--- config.mk ---
export PLATFORM = sky130hd
export DESIGN_NAME = lut_neuron_prog
export DESIGN_NICKNAME = d
export VERILOG_FILES = /design/src/rtl/lut_neuron_pkg.sv /design/src/rtl/lut_neuron_table.sv /design/src/rtl/lut_neuron_prog.sv
export SDC_FILE = /design/constraint.sdc
export NUM_CORES = 1
export LEC_CHECK = 0
export ABC_CLOCK_PERIOD_IN_PS = 2000
export BUFFER_PORTS_ARGS = -buffer_cell sky130_fd_sc_hd__buf_4
export CORE_UTILIZATION = 25
export DETAILED_ROUTE_END_ITERATION = 8
export PLACE_DENSITY_LB_ADDON = 0.1
export SYNTH_ARGS = -nofsm -noshare
export SYNTH_HDL_FRONTEND = slang
export SYNTH_HIERARCHICAL = 1
export SYNTH_SLANG_ARGS = --single-unit
--- constraint.sdc ---
create_clock -name clk -period 2 [get_ports clk]
set_input_delay 0.1 -clock clk [delete_from_list [all_inputs] [get_ports clk]]
set_output_delay 0.1 -clock clk [all_outputs]
set_load 0.01 [all_outputs]
--- src/rtl/lut_neuron_pkg.sv ---
// lut_neuron_pkg: shared mode encoding for the programmable LUT neuron
package lut_neuron_pkg;
  localparam int MODE_W = 2;
  typedef enum logic [MODE_W-1:0] {RUN = 2'd0, DRAIN = 2'd1, LOAD = 2'd2} mode_e;
endpackage

--- src/rtl/lut_neuron_table.sv ---
// lut_neuron_table: resettable flop-array truth table, async read, sync write
module lut_neuron_table
  import lut_neuron_pkg::*;
#(
  parameter int IN_BITS = 6,
  parameter int OUT_BITS = 2,
  parameter logic [(2**IN_BITS)*OUT_BITS-1:0] INIT_TABLE = {16{8'hF0}}
) (
  input  logic                clk,
  input  logic                rst_n,
  input  logic                we_i,
  input  logic [IN_BITS-1:0]  waddr_i,
  input  logic [OUT_BITS-1:0] wdata_i,
  input  logic [IN_BITS-1:0]  raddr_i,
  output logic [OUT_BITS-1:0] rdata_o
);
  logic [OUT_BITS-1:0] mem_q [2**IN_BITS];
  assign rdata_o = mem_q[raddr_i];
  // reset reloads the initial truth table; a write replaces one entry
  always_ff @(posedge clk or negedge rst_n)
    if (!rst_n)
      for (int i = 0; i < 2**IN_BITS; i++) mem_q[i] <= INIT_TABLE[OUT_BITS*i +: OUT_BITS];
    else if (we_i)
      mem_q[waddr_i] <= wdata_i;
endmodule

--- src/rtl/lut_neuron_prog.sv ---
// lut_neuron_prog: LogicNets neuron with a runtime-reloadable table and valid/ready output
module lut_neuron_prog
  import lut_neuron_pkg::*;
#(
  parameter int IN_BITS = 6,
  parameter int OUT_BITS = 2,
  parameter logic [(2**IN_BITS)*OUT_BITS-1:0] INIT_TABLE = {16{8'hF0}},
  parameter int CNT_BITS = 16
) (
  input  logic                clk,
  input  logic                rst_n,
  input  logic                in_valid_i,
  output logic                in_ready_o,
  input  logic [IN_BITS-1:0]  in_data_i,
  output logic                out_valid_o,
  input  logic                out_ready_i,
  output logic [OUT_BITS-1:0] out_data_o,
  input  logic                cfg_start_i,
  input  logic                cfg_we_i,
  input  logic [IN_BITS-1:0]  cfg_addr_i,
  input  logic [OUT_BITS-1:0] cfg_data_i,
  input  logic                cfg_done_i,
  output logic [MODE_W-1:0]   mode_o,
  output logic [CNT_BITS-1:0] xfer_count_o
);
  mode_e               mode_q, mode_d;
  logic                out_valid_q, out_valid_d;
  logic [OUT_BITS-1:0] out_data_q, out_data_d;
  logic [CNT_BITS-1:0] cnt_q, cnt_d;
  logic [OUT_BITS-1:0] rdata;
  logic                accept, xfer;
  // a start request blocks the same-cycle accept so nothing new enters before draining
  assign in_ready_o   = (mode_q == RUN) && !cfg_start_i && (!out_valid_q || out_ready_i);
  assign accept       = in_valid_i && in_ready_o;
  assign xfer         = out_valid_q && out_ready_i;
  assign out_valid_o  = out_valid_q;
  assign out_data_o   = out_data_q;
  assign mode_o       = mode_q;
  assign xfer_count_o = cnt_q;
  lut_neuron_table #(
    .IN_BITS(IN_BITS),
    .OUT_BITS(OUT_BITS),
    .INIT_TABLE(INIT_TABLE)
  ) u_table (
    .clk(clk),
    .rst_n(rst_n),
    .we_i(mode_q == LOAD && cfg_we_i),
    .waddr_i(cfg_addr_i),
    .wdata_i(cfg_data_i),
    .raddr_i(in_data_i),
    .rdata_o(rdata)
  );
  // mode sequencing, output register next state and saturating handshake counter
  always_comb begin
    mode_d      = (mode_q == RUN   && cfg_start_i)  ? DRAIN :
                  (mode_q == DRAIN && !out_valid_q) ? LOAD  :
                  (mode_q == LOAD  && cfg_done_i)   ? RUN   : mode_q;
    out_valid_d = accept ? 1'b1 : xfer ? 1'b0 : out_valid_q;
    out_data_d  = accept ? rdata : out_data_q;
    cnt_d       = (xfer && !(&cnt_q)) ? cnt_q + 1'b1 : cnt_q;
  end
  // state registers; reset drops any in-flight word
  always_ff @(posedge clk or negedge rst_n)
    if (!rst_n) begin
      mode_q      <= RUN;
      out_valid_q <= 1'b0;
      out_data_q  <= '0;
      cnt_q       <= '0;
    end else begin
      mode_q      <= mode_d;
      out_valid_q <= out_valid_d;
      out_data_q  <= out_data_d;
      cnt_q       <= cnt_d;
    end
endmodule

==> impl_summary.txt <==
----------------------------------------------------
[Status]
  Status ... finished, violations left
  Violated checks ... design-rule violations

[Placed design]
  RePlAce Congestion ... 0.755
  Placed standard-cell area ... 8470 um2
  Cell Count Post-Placement ... 1027
  HPWL reported at the end of detailed placement ... 14200 um
  Worst setup slack before clock tree synthesis ... -0.0205 ns
  Quantity of I/O buffers inserted on ports ... 42

[Setup path]
  Peak fanout along the critical path ... 2
  Arrival time of data at the critical path endpoint ... 2.20 ns
  Required time of the critical path ... 2.31 ns
  Sequence of cells on the critical path ... mux4_1 > mux2_2 > o21ai_0 > a2111o_1 > nand2_1 > mux2_2
  Category of the worst setup path launch point ... flop
  Most frequent cell on the critical path ... mux2_2
  Critical Path Slowest Stage Cell ... mux4_1
  Timing startpoint of the critical path ... u_table/mem_q[92]$_DFFE_PN0P_
  Critical R2R Launch ... u_table/mem_q[92]$_DFFE_PN0P_
  Category of the worst setup path capture point ... flop
  CP top delay family ... multiplexers
  Number of buffers and inverters on the critical path ... 0
  Critical Setup Path Class ... flop to flop
  CP peak stage delay ... 0.49 ns

[Clock network]
  Clk sinks ... 149
  Root buffer cell ... clkbuf_16
  H-tree depth ... 4
  Clock slew at the register clock pins of the worst setup and hold paths ... 0.06 ns
  Number of buffers on the longest clock path ... 2
  # Post-CTS Setup Buffers ... 0
  Total clock buffers created by CTS ... 17
  CTS tree ... done
  Clock network latency to the later pin of the worst-skew pair ... 0.43 ns

[Route]
  Post-Route WL ... 20800 um
  Iteration count of the initial detailed-routing pass ... 7
  Remaining antenna violation count ... 0
  Vias after detailed routing ... 4984
  Final routed DRC violation total ... 2
  Via count normalized by instance count ... 4.69
  Iter 0 DRT Violations ... 240
  Average wire per cell in the routed design ... 19.5 um

[STA]
  Maximum frequency from static timing analysis ... 530 MHz
  Number of endpoints with negative hold slack in the final report ... 0
  Worst slack on hold paths ... 0.0422 ns
  Max-slew violations ... 0
  Final period utilization ... 94.4%
  Worst setup slack after layout ... 0.112 ns
  Clock period minus final worst setup slack ... 1.89 ns
  Unrepaired setup endpoints after global routing ... true
  TNS Setup ... 0 ns
  Least-Margin Pin Slew ... 0.775 ns
  Total setup violations reported at the end of the flow ... 0
  Layout Skew ... 0.0120 ns
  Worst-case headroom to the max-slew limit ... 48.3%

[Global route]
  Largest net degree at the start of global routing ... 72
  Overall global routing resource usage ... 14.2%
  Vias in the first global route ... 5499
  Initial antenna violation count ... 0
  Congestion Overflow GR ... 0
  Global-route wire length before repair ... 32800 um

[Die]
  Full die area ... 30700 um2
  Die span in x ... 175 um
  Initial Utilization ... 25.4%
  Core Area ... 29600 um2
  Site Rows ... 63
  Number of ports placed on the die boundary ... 43
  Die boundary height ... 175 um

[Cells and area]
  Number of nets in the layout ... 682
  Ant diodes ... 0
  Fraction of final layout cells with drive strength greater than 1 ... 47.4%
  Commonest non-fill, non-tap cells in the layout ... 131 x mux2_2, 85 x dfrtp_1, 73 x buf_4, 64 x dfstp_2, 58 x nand2_1
  Final instance area ... 9090 um2
  Leading cell type in the layout, fill and taps excluded ... mux2_2
  Area Growth Syn to Fin ... 21.2%
  Layout Cells excl Fill ... 1063

[Yosys]
  Cell area after synthesis ... 7500 um2
  Largest area contributor in the netlist ... dfrtp_1
  Most used DFF post-synth ... dfrtp_1
  Sequential-to-total area share from yosys stat ... 50.8%
  Fraction of synthesis flops using an asynchronous set or reset pin ... 100%
  Area contributors post-synth ... dfrtp_1 28%, dfstp_2 22%, mux2_2 20%
  Share of the synthesized area in the top cell type ... 28.4%
  Syn nets ... 610
  Synthesized instance count ... 588
  Average footprint of a synthesized cell ... 12.8 um2
  Yosys warns ... 6
  Number of flops mapped to enable cells by yosys ... 0
  Count of state elements after synthesis ... 149
  Distinct cells, synth ... 54

[Power]
  Maximum resistive drop on vdd ... 0.471 mV
  LEAKAGE ... 0.00409 uW
  Power per Cell Area ... 931 nW/um2

[Run]
  Maxcap violations ... 0

[Min path]
  Class of the worst hold path ... input port to flop
  HP Start ... in_valid_i

----------------------------------------------------
## where the power goes
| part | total (uW) | internal (uW) | switching, uW |
|---|---|---|---|
| logic | 1390 | 740 | 645 |
| registers | 3870 | 3560 | 304 |
| clock network | 3210 | 1850 | 1360 |
## tightest hold or removal path, cell delays in order
cell and delay, ns:
buf_4 0.07, nand2_1 0.14, o21ai_0 0.11
## stage by stage
step | util [%] | total power [uW]
3_5_place_dp | 28.6 | 5320
6_report | 30.8 | 8460
3_3_place_gp | 28.6 | 5280
4_1_cts | 30.7 | 8640
5_1_grt | 30.8 | 8900
2_1_floorplan | - | 4650
## synthesized netlist by cell type, types with 3 or more instances
library cell	number
dfstp_2	64
xor2_1	10
mux4_1	13
nand2_1	58
nand4_1	8
and2b_1	3
a22oi_1	8
a21oi_1	7
xnor2_1	3
mux2_2	131
buf_4	3
clkbuf_1	16
o21ai_0	6
mux4_2	3
mux2i_1	37
nor2_1	39
inv_1	4
nor4_1	3
nor2b_1	8
a211oi_1	3
nor3_1	6
and3_1	5
nand3_1	22
buf_2	6
dfrtp_1	85
## worst paths after layout
check                                                     end  slack (ns)  depth (start not counted)
worst max register to register      out_data_o[0]$_DFFE_PN0P_        0.11                          6
worst max-delay path                out_data_o[0]$_DFFE_PN0P_        0.11                          6
max in group asynchronous       u_table/mem_q[65]$_DFFE_PN1P_        0.91                          3
worst min-delay path                  out_valid_o$_DFFE_PN0P_        0.04                          3
min in group asynchronous        u_table/mem_q[4]$_DFFE_PN0P_        0.27                          2
worst min register to register  u_table/mem_q[79]$_DFFE_PN0P_        0.49                          1
## state kept, by name, indices dropped and copies added (netlist names)
register,count
xfer_count_o,16
out_data_o,2
u_table/mem_q,128
mode_o,2
out_valid_o,1
## timing repair
action,4_1_cts,5_1_grt
gates resized for setup,0,1
hold buffers,4,0
endpoints found under the hold margin,43,0
endpoints found under the setup margin,0,10
## per-layer routing
metal | share of wire [%] | global-route usage (%)
met5 | 0 | 0
met1 | 47 | 18.8
met3 | 3.1 | 2.42
met4 | 1.3 | 4.75
met2 | 48 | 23.5
## cell families after synthesis
family	share of synthesized area, %
buffers and inverters	2.37
flip-flops	50.8
adder cells (fa/ha/maj)	0.167
AO/OA/AOI/OAI	3.04
AND/OR/NAND/NOR	11.7
multiplexers	30.4
XOR/XNOR	1.52
## final cells by class
type / instances / area, um2
Tap cell: 390 / 488
Clock inverter: 13 / 149
Clock buffer: 19 / 433
Sequential cell: 149 / 3810
Multi-Input combinational cell: 406 / 3520
Timing Repair Buffer: 82 / 679
Fill cell: 3023 / 20500
Inverter: 4 / 15.0
(Power assumes the default switching activity.)
